`src/rtl/uart_tx_framer.sv`:
```
// UART transmitter: one-entry holding register feeding a start/data/stop framer.
// Optional parity bit enabled by defining UART_TX_PARITY_EN.
module uart_tx_framer #(
   parameter int CLKS_PER_BIT = 16,
   parameter int PARITY_ODD   = 0
) (
   input  logic       tx_sclk_i,
   input  logic       tx_srst_i,
   input  logic [7:0] tx_pdata_i,
   input  logic       tx_pdata_valid_i,
   output logic       tx_pready_o,
   output logic       tx_sdata_o,
   output logic       tx_busy_o
);

   localparam int CW = (CLKS_PER_BIT > 2) ? $clog2(CLKS_PER_BIT) : 1;
   localparam logic [CW-1:0] BAUD_LAST = CW'(CLKS_PER_BIT - 1);

`ifdef UART_TX_PARITY_EN
   typedef enum logic [2:0] {IDLE, START, DATA, PARITY, STOP} state_t;
`else
   typedef enum logic [2:0] {IDLE, START, DATA, STOP} state_t;
`endif

   state_t          state;
   logic [CW-1:0]   baud;
   logic [2:0]      bit_cnt;
   logic [7:0]      shift_reg;
   logic [7:0]      hold;
   logic            hold_full;
   logic            sdata;
   logic            accept;
   logic            baud_end;
   logic            load;

`ifdef UART_TX_PARITY_EN
   logic            parity_bit;
`else
   logic            unused_parity_odd;
   assign unused_parity_odd = (PARITY_ODD != 0);
`endif

   assign accept   = tx_pdata_valid_i && !hold_full;
   assign baud_end = (baud == BAUD_LAST);
   // Load from hold when idle, or straight out of the last stop cycle.
   assign load     = hold_full &&
                     ((state == IDLE) ||
                      ((state == STOP) && baud_end));

   assign tx_pready_o = !hold_full;
   assign tx_sdata_o  = sdata;
   assign tx_busy_o   = (state != IDLE) || hold_full;

   // Holding register, baud/bit counters and frame sequencing.
   always_ff @(posedge tx_sclk_i) begin
      if (tx_srst_i) begin
         state     <= IDLE;
         baud      <= '0;
         bit_cnt   <= '0;
         shift_reg <= '0;
         hold      <= '0;
         hold_full <= 1'b0;
         sdata     <= 1'b1;
`ifdef UART_TX_PARITY_EN
         parity_bit <= 1'b0;
`endif
      end else begin
         if (accept) begin
            hold      <= tx_pdata_i;
            hold_full <= 1'b1;
         end
         if (load) begin
            shift_reg <= hold;
            hold_full <= 1'b0;
            state     <= START;
            sdata     <= 1'b0;
            baud      <= '0;
            bit_cnt   <= '0;
`ifdef UART_TX_PARITY_EN
            parity_bit <= (^hold) ^ (PARITY_ODD != 0);
`endif
         end else begin
            if (state != IDLE)
               baud <= baud_end ? '0 : baud + 1'b1;
            unique case (state)
               IDLE: begin
                  sdata <= 1'b1;
               end
               START: begin
                  if (baud_end) begin
                     state   <= DATA;
                     sdata   <= shift_reg[0];
                     bit_cnt <= '0;
                  end
               end
               DATA: begin
                  if (baud_end) begin
                     if (bit_cnt == 3'd7) begin
`ifdef UART_TX_PARITY_EN
                        state <= PARITY;
                        sdata <= parity_bit;
`else
                        state <= STOP;
                        sdata <= 1'b1;
`endif
                     end else begin
                        shift_reg <= shift_reg >> 1;
                        sdata     <= shift_reg[1];
                        bit_cnt   <= bit_cnt + 3'd1;
                     end
                  end
               end
`ifdef UART_TX_PARITY_EN
               PARITY: begin
                  if (baud_end) begin
                     state <= STOP;
                     sdata <= 1'b1;
                  end
               end
`endif
               STOP: begin
                  if (baud_end)
                     state <= IDLE;
               end
               default: begin
                  state <= IDLE;
                  sdata <= 1'b1;
               end
            endcase
         end
      end
   end

endmodule

```
`config.mk`:
```
export PLATFORM = sky130hd
export DESIGN_NAME = uart_tx_framer
export DESIGN_NICKNAME = d
export VERILOG_FILES = /design/src/rtl/uart_tx_framer.sv
export SDC_FILE = /design/constraint.sdc
export NUM_CORES = 1
export LEC_CHECK = 0
export CORE_MARGIN = 2
export CORE_UTILIZATION = 60
export DETAILED_ROUTE_END_ITERATION = 16
export DONT_BUFFER_PORTS = 1
export PLACE_DENSITY = 0.81
export SYNTH_ARGS = -nofsm -noshare
export SYNTH_HDL_FRONTEND = slang
export SYNTH_SLANG_ARGS = --single-unit
```
`constraint.sdc`:
```
create_clock -name tx_sclk_i -period 2.2 [get_ports tx_sclk_i]
set_input_delay 0.44 -clock tx_sclk_i [delete_from_list [all_inputs] [get_ports tx_sclk_i]]
set_output_delay 0.44 -clock tx_sclk_i [all_outputs]
set_load 0.01 [all_outputs]
```
==> metrics.txt, run 1 <==
# TYPE chip_impl_metric gauge
chip_impl_info{name="outcome",value="finished clean"} 1
chip_impl_metric{name="critPathMaxStageDelay",unit="ns"} 0.55
chip_impl_info{name="cp_slowest_cell",value="or4_1"} 1
chip_impl_metric{name="required",unit="ns"} 2.43
chip_impl_metric{name="nets",unit=""} 161
chip_impl_metric{name="dpl_worst_slack",unit="ns"} 0.233
chip_impl_metric{name="initial_antenna_violation_count",unit=""} 0
chip_impl_info{name="worst_hold_path_type",value="in2reg"} 1
chip_impl_metric{name="design.core.area",unit="um^2"} 1980
chip_impl_metric{name="synth.ff_latch_count",unit=""} 27
chip_impl_info{name="worstSetupStartpointType",value="flop"} 1
chip_impl_metric{name="dieHeight",unit="um"} 50.1
chip_impl_metric{name="global_route.usage.total",unit="%"} 20.0
chip_impl_metric{name="number_of_flops_mapped_to_enable_cells_by_yosys",unit=""} 0
chip_impl_metric{name="final.setup.worst_slack",unit="ns"} 0.315
chip_impl_metric{name="synth_seq_area_share",unit="%"} 42.3
chip_impl_metric{name="worst_ir_drop_vdd",unit="uV"} 523
chip_impl_metric{name="cts_hold_buffers",unit=""} 0
chip_impl_metric{name="dr.first_iter.drc_count",unit=""} 20
chip_impl_info{name="critical_path.reg2reg.endpoint",value="state[0]"} 1
chip_impl_metric{name="worst_clock_skew",unit="ns"} 0.00752
chip_impl_metric{name="power.combinational.fraction",unit="%"} 15.1
chip_impl_metric{name="synth.cell_area",unit="um^2"} 1280
chip_impl_metric{name="worst_skew_pair.late_latency",unit="ns"} 0.32
chip_impl_metric{name="antenna-diode-count",unit=""} 0
chip_impl_metric{name="cp_num_buf_inv",unit=""} 1
chip_impl_metric{name="grt_first_pass_wirelength",unit="um"} 3900
chip_impl_info{name="grt_setup_unrepaired",value="no"} 1
chip_impl_metric{name="place.port_buffers",unit=""} 0
chip_impl_info{name="worstHoldStart",value="tx_srst_i"} 1
chip_impl_info{name="post-synth-top-area-cell",value="dfxtp_1"} 1
chip_impl_metric{name="total_nets_after_synthesis",unit=""} 162
chip_impl_metric{name="finalHoldViolCount",unit=""} 0
chip_impl_metric{name="fillerInstances",unit=""} 169
chip_impl_metric{name="switching_power",unit="mW"} 0.237
chip_impl_metric{name="worstMarginPinSlew",unit="ns"} 0.323
chip_impl_metric{name="report.final.slew_viol_count",unit=""} 0
chip_impl_metric{name="asyncSetResetFlopFracSynth",unit="%"} 0
chip_impl_metric{name="area.growth.synth_to_final",unit="%"} 2.06
chip_impl_info{name="cts-root-buf",value="clkbuf_4"} 1
chip_impl_info{name="worstReg2RegStart",value="state[0]"} 1
chip_impl_info{name="leading_register_cell_type_out_of_synthesis",value="dfxtp_1"} 1
chip_impl_metric{name="crit_fanout",unit=""} 8
chip_impl_metric{name="final_weighted_congestion_of_routability_driven_global_placement",unit=""} 0.813
chip_impl_metric{name="die_area",unit="um^2"} 2510
chip_impl_metric{name="routed_wirelength",unit="um"} 2260
chip_impl_metric{name="synthDominantCellAreaShare",unit="%"} 42.3
chip_impl_metric{name="period_minus_slack",unit="ns"} 1.88
chip_impl_metric{name="seq_power_share",unit="%"} 61.2
chip_impl_metric{name="cellLeakagePower",unit="nW"} 0.515
chip_impl_metric{name="power.clock.fraction",unit="%"} 23.6
chip_impl_metric{name="clk_path_buf_depth",unit=""} 2
chip_impl_metric{name="routed_wire_length_per_instance",unit="um"} 13.3
chip_impl_info{name="cp_top_family",value="simple AND/OR/NAND/NOR gates"} 1
chip_impl_metric{name="power_density",unit="nW/um^2"} 684
chip_impl_metric{name="ctsHtreeMaxLevel",unit=""} 1
chip_impl_metric{name="grt_overflow_total",unit=""} 0
chip_impl_metric{name="route.detailed.drc",unit=""} 0
chip_impl_metric{name="start_util",unit="%"} 64.5
chip_impl_metric{name="place_hpwl",unit="um"} 1620
chip_impl_metric{name="postSynthAreaPerCell",unit="um^2"} 8.87
chip_impl_metric{name="post_drt_via_cell_ratio",unit=""} 6.02
chip_impl_metric{name="die_w",unit="um"} 50.1
chip_impl_metric{name="ioPinCount",unit=""} 14
chip_impl_metric{name="largest_net_degree_at_the_start_of_global_routing",unit=""} 21
chip_impl_info{name="setup.worst_path.end_class",value="flop"} 1
chip_impl_metric{name="power.internal",unit="mW"} 0.655
chip_impl_info{name="critPathKind",value="reg2reg"} 1
chip_impl_metric{name="drive_gt1_share",unit="%"} 7.04
chip_impl_metric{name="sw_frac_of_total",unit="%"} 26.6
chip_impl_metric{name="rr_worst_depth",unit=""} 6
chip_impl_metric{name="final.setup.tns",unit="ns"} 0
chip_impl_metric{name="number_of_distinct_library_cells_after_synthesis",unit=""} 31
chip_impl_info{name="timing.hold.worst_endpoint",value="hold[3]"} 1
chip_impl_metric{name="arrival",unit="ns"} 2.11
chip_impl_metric{name="drt_pass1_iterations",unit=""} 5
chip_impl_metric{name="worst-r2r-setup-slack",unit="ns"} 0.32
chip_impl_metric{name="post_synth_inst_count",unit=""} 144
chip_impl_metric{name="slew_limit_headroom",unit="%"} 78.5
chip_impl_metric{name="number_of_global_route_vias_before_repair",unit=""} 917
chip_impl_metric{name="totalPowerFinal",unit="mW"} 0.892
chip_impl_metric{name="cts_made_buffers",unit=""} 3
chip_impl_metric{name="maxCapViolCount",unit=""} 0
chip_impl_info{name="layout.cells.most_common_list",value="dfxtp_1, nor2_1, a21oi_1"} 1
chip_impl_metric{name="dr_vias",unit=""} 1018
chip_impl_metric{name="clk_pin_slew",unit="ns"} 0.14
chip_impl_info{name="layout_commonest_cell",value="dfxtp_1"} 1
chip_impl_metric{name="timing.final.crit_share",unit="%"} 85.7
chip_impl_metric{name="hold_depth",unit=""} 1
chip_impl_metric{name="antenna_violating_nets_post_route",unit=""} 0
chip_impl_info{name="tritoncts",value="done"} 1
chip_impl_metric{name="post-cts-setup-buffers",unit=""} 0
chip_impl_metric{name="report.final.setup_viol",unit=""} 0
chip_impl_metric{name="synth_warnings",unit=""} 0
chip_impl_metric{name="fmax",unit="MHz"} 531
chip_impl_metric{name="std_cell_rows",unit=""} 16
chip_impl_info{name="path_cells",value="inv_1 -> ha_1 -> or4_1 -> o31a_1 -> a32oi_1 -> a21oi_1"} 1
chip_impl_info{name="ys_top_cells_by_area",value="dfxtp_1, mux2i_1, ha_1"} 1
chip_impl_metric{name="cts_sinks",unit=""} 27
[cells by family (layout without fill, tap and decap cells)]
| logic type | Yosys count | count (layout) | share of synthesized area [%] |
|---|---|---|---|
| adder cells (fa/ha/maj) | 7 | 7 | 6.86 |
| XOR/XNOR | 1 | 1 | 0.686 |
| flip-flops | 27 | 27 | 42.3 |
| AND/OR/NAND/NOR | 55 | 55 | 20.0 |
| buffers and inverters | 12 | 10 | 5.39 |
| multiplexers | 11 | 11 | 8.62 |
| AO/OA/AOI/OAI | 31 | 31 | 16.2 |
[routing by layer]
layer	track usage (%)	up-vias	wire [um]
met5	0	-	0
met4	6.94	0	30
met3	3.57	5	90
met2	32.7	21	1090
met1	26.5	491	1050
li1	-	501	-
[power groups by stage]
stage	combinational [mW]	clock [mW]	sequential (mW)
floorplan	0.121	0	0.551
global placement	0.131	0	0.555
detailed placement	0.135	0	0.557
CTS	0.136	0.214	0.546
global route	0.152	0.236	0.551
finish	0.135	0.211	0.546
[worst max path at each step]
stage | startpoint | endpoint | slack [ns] | cells after the start
after CTS | baud[0] | bit_cnt[0] | 0.19 | 5
after global routing | state[0] | state[0] | 0.19 | 6
final | state[0] | state[0] | 0.32 | 6
after global placement | baud[0] | bit_cnt[0] | 0.29 | 5
after detailed placement | baud[0] | bit_cnt[0] | 0.23 | 5
after floorplan | state[0] | state[0] | 0.49 | 7
[per-stage QoR]
step | util [%] | std cells | hold slack [ns] | instance area [um^2]
after global routing | 65.8 | 169 | 0.139 | 1300
after detailed placement | 64.4 | 165 | 0.436 | 1280
after CTS | 65.7 | 169 | 0.157 | 1300
after floorplan | - | 144 | 0.431 | 1280
final | 65.8 | 169 | 0.165 | 1300
after global placement | 64.4 | 165 | 0.433 | 1280
[area by class of cell]
type,count,area [um^2],area share [%]
tap,27,33.8,2.59
clock buffer,4,26.3,2.02
sequential,27,541,41.5
inverter,3,11.3,0.864
multi-input combinational,105,669,51.3
timing repair buffer,3,22.5,1.73
[synth_stat cells, types with 3 or more instances]
cell / count
o21ai_0: 3
a21oi_1: 14
nand2_1: 9
ha_1: 7
mux2i_1: 11
nor2_1: 23
dfxtp_1: 27
nand3_1: 9
buf_2: 4
inv_1: 3
a211oi_1: 7
[repair_timing]
action / CTS / global route
endpoints found under the setup margin: 0 / 1
hold endpoints to repair: 0 / 0
resized for setup: 0 / 1
[worst register-to-register path, delay by kind of cell, from the launching register on]
kind,cells,cell delay [ns]
fa+ha+maj,1,0.30
simple gates,1,0.55
buf+inv,1,0.08
compound gates,3,0.44
flops,1,0.42
No activity file was read; power rests on OpenSTA's default activity.
==> run 2, diff against run 1 <==
- CORE_UTILIZATION: 60 -> 65
- PLACE_DENSITY: 0.81 -> 0.86
- clock period: 2.2 -> 2.23 ns (I/O delays scaled with it)
==> metrics.txt, run 2 (synthesis results as in run 1) <==
# TYPE chip_impl_metric gauge
chip_impl_info{name="critPathKind",value="reg2reg"} 1
chip_impl_metric{name="ctsHtreeMaxLevel",unit=""} 1
chip_impl_metric{name="worstMarginPinSlew",unit="ns"} 0.341
chip_impl_metric{name="grt_overflow_total",unit=""} 0
chip_impl_metric{name="post-cts-setup-buffers",unit=""} 0
chip_impl_metric{name="maxCapViolCount",unit=""} 0
chip_impl_info{name="layout_commonest_cell",value="dfxtp_1"} 1
chip_impl_metric{name="antenna_violating_nets_post_route",unit=""} 0
chip_impl_metric{name="drive_gt1_share",unit="%"} 6.43
chip_impl_metric{name="post_drt_via_cell_ratio",unit=""} 5.75
chip_impl_metric{name="ioPinCount",unit=""} 14
chip_impl_metric{name="dieHeight",unit="um"} 48.3
chip_impl_metric{name="worst_ir_drop_vdd",unit="uV"} 569
chip_impl_metric{name="dr_vias",unit=""} 961
chip_impl_info{name="tritoncts",value="done"} 1
chip_impl_metric{name="period_minus_slack",unit="ns"} 2.01
chip_impl_metric{name="std_cell_rows",unit=""} 16
chip_impl_metric{name="fmax",unit="MHz"} 498
chip_impl_info{name="cts-root-buf",value="clkbuf_4"} 1
chip_impl_metric{name="cellLeakagePower",unit="nW"} 0.509
chip_impl_metric{name="postPlaceCellArea",unit="um^2"} 1260
chip_impl_metric{name="cts_sinks",unit=""} 27
chip_impl_metric{name="post-place-cells",unit=""} 163
chip_impl_info{name="cp_slowest_cell",value="and2b_1"} 1
chip_impl_metric{name="final.setup.tns",unit="ns"} 0
chip_impl_metric{name="totalPowerFinal",unit="mW"} 0.897
chip_impl_metric{name="dpl_worst_slack",unit="ns"} 0.183
chip_impl_metric{name="final_core_utilization",unit="%"} 68.0
chip_impl_metric{name="stdcell_area",unit="um^2"} 1290
chip_impl_metric{name="route.detailed.drc",unit=""} 0
chip_impl_metric{name="worst_skew_pair.late_latency",unit="ns"} 0.34
chip_impl_metric{name="design.core.area",unit="um^2"} 1900
chip_impl_metric{name="drt_pass1_iterations",unit=""} 4
chip_impl_info{name="worstSetupStartpointType",value="flop"} 1
chip_impl_metric{name="critPathMaxStageDelay",unit="ns"} 0.41
chip_impl_metric{name="routed_wirelength",unit="um"} 2310
chip_impl_metric{name="routed_wire_length_per_instance",unit="um"} 13.8
chip_impl_metric{name="start_util",unit="%"} 67.2
chip_impl_metric{name="antenna-diode-count",unit=""} 0
chip_impl_info{name="layout.cells.most_common_list",value="dfxtp_1, nor2_1, a21oi_1"} 1
chip_impl_metric{name="arrival",unit="ns"} 2.27
chip_impl_metric{name="fillerInstances",unit=""} 160
chip_impl_metric{name="holdWs",unit="ns"} 0.146
chip_impl_metric{name="clk_pin_slew",unit="ns"} 0.16
chip_impl_metric{name="number_of_standard_cells_in_the_layout_taps_in_and_fillers_out",unit=""} 167
chip_impl_info{name="grt_setup_unrepaired",value="no"} 1
chip_impl_metric{name="clk_path_buf_depth",unit=""} 2
chip_impl_metric{name="final.setup.worst_slack",unit="ns"} 0.222
chip_impl_metric{name="area.growth.synth_to_final",unit="%"} 1.27
chip_impl_info{name="worst_hold_path_type",value="in2reg"} 1
chip_impl_metric{name="global_route.usage.total",unit="%"} 22.1
chip_impl_metric{name="worst_clock_skew",unit="ns"} 0.0166
chip_impl_metric{name="cts_made_buffers",unit=""} 3
chip_impl_metric{name="largest_net_degree_at_the_start_of_global_routing",unit=""} 21
chip_impl_info{name="cpMostUsedCell",value="ha_1"} 1
chip_impl_info{name="setup.worst_path.end_class",value="flop"} 1
chip_impl_metric{name="crit_fanout",unit=""} 12
chip_impl_metric{name="report.final.slew_viol_count",unit=""} 0
chip_impl_metric{name="required",unit="ns"} 2.50
chip_impl_metric{name="report.final.setup_viol",unit=""} 0
chip_impl_metric{name="power_density",unit="nW/um^2"} 694
chip_impl_metric{name="finalHoldViolCount",unit=""} 0
chip_impl_metric{name="timing.final.crit_share",unit="%"} 90.1
chip_impl_metric{name="number_of_global_route_vias_before_repair",unit=""} 904
chip_impl_metric{name="ff_latch_area",unit="um^2"} 541
chip_impl_metric{name="die_area",unit="um^2"} 2340
chip_impl_metric{name="dr.first_iter.drc_count",unit=""} 29
chip_impl_metric{name="initial_antenna_violation_count",unit=""} 0
chip_impl_metric{name="place.port_buffers",unit=""} 0
chip_impl_metric{name="grt_first_pass_wirelength",unit="um"} 3990
chip_impl_metric{name="nets",unit=""} 159
chip_impl_metric{name="slew_limit_headroom",unit="%"} 77.0
chip_impl_info{name="outcome",value="finished clean"} 1
chip_impl_info{name="path_cells",value="ha_1 -> ha_1 -> and2b_1 -> nand2_1 -> or2_2 -> a21oi_1"} 1
chip_impl_metric{name="place_hpwl",unit="um"} 1680
chip_impl_metric{name="final_weighted_congestion_of_routability_driven_global_placement",unit=""} 0.805
chip_impl_metric{name="multiInputGateArea",unit="um^2"} 669
chip_impl_metric{name="die_w",unit="um"} 48.3
==> run 2: changes by cell type in the layout (fill, tap and decap cells not counted) <==
cell	delta
inv_6	+1
clkbuf_1	-1
buf_4	-2
==> run 2: where the power goes <==
part           total (mW)  internal, mW  switching (mW)
Clock               0.228        0.0733           0.155
Sequential          0.540         0.515          0.0244
Combinational       0.130        0.0579          0.0718
==> run 2: timing repair <==
| item | CTS | global route |
|---|---|---|
| gates resized for setup | 0 | 1 |
| hold buffers | 0 | 0 |
| endpoints found under the setup margin | 0 | 1 |
==> run 2: critical path: cells and delay by family (launching register included) <==
| family | cells | cell delay [ns] |
|---|---|---|
| simple gates | 3 | 1.03 |
| fa+ha+maj | 2 | 0.41 |
| flops | 1 | 0.35 |
| compound gates | 1 | 0.15 |
==> run 2: per-layer routing <==
layer  vias to the layer above  part of all wire [%]  GRT usage [%]
met5                         -                     0              0
met1                       442                    48           27.2
met4                         0                  0.99           8.57
li1                        495                     -              -
met2                        22                    46           36.3
met3                         2                   4.9           7.10
==> run 2: final timing paths <==
kind,start,end,slack (ns),cells after the start
hold reg to reg,hold[7],shift_reg[7],0.46,2
hold / removal,tx_srst_i,shift_reg[7],0.15,1
setup reg to reg,bit_cnt[0],bit_cnt[0],0.22,6
setup / recovery,bit_cnt[0],bit_cnt[0],0.22,6
==> run 2: layout make-up <==
type | count | area share (%)
Inverter | 3 | 0.870
Timing Repair Buffer | 1 | 0.580
Multi-Input combinational cell | 105 | 51.7
Tap cell | 27 | 2.61
Clock inverter | 1 | 0.677
Clock buffer | 3 | 1.74
Sequential cell | 27 | 41.8
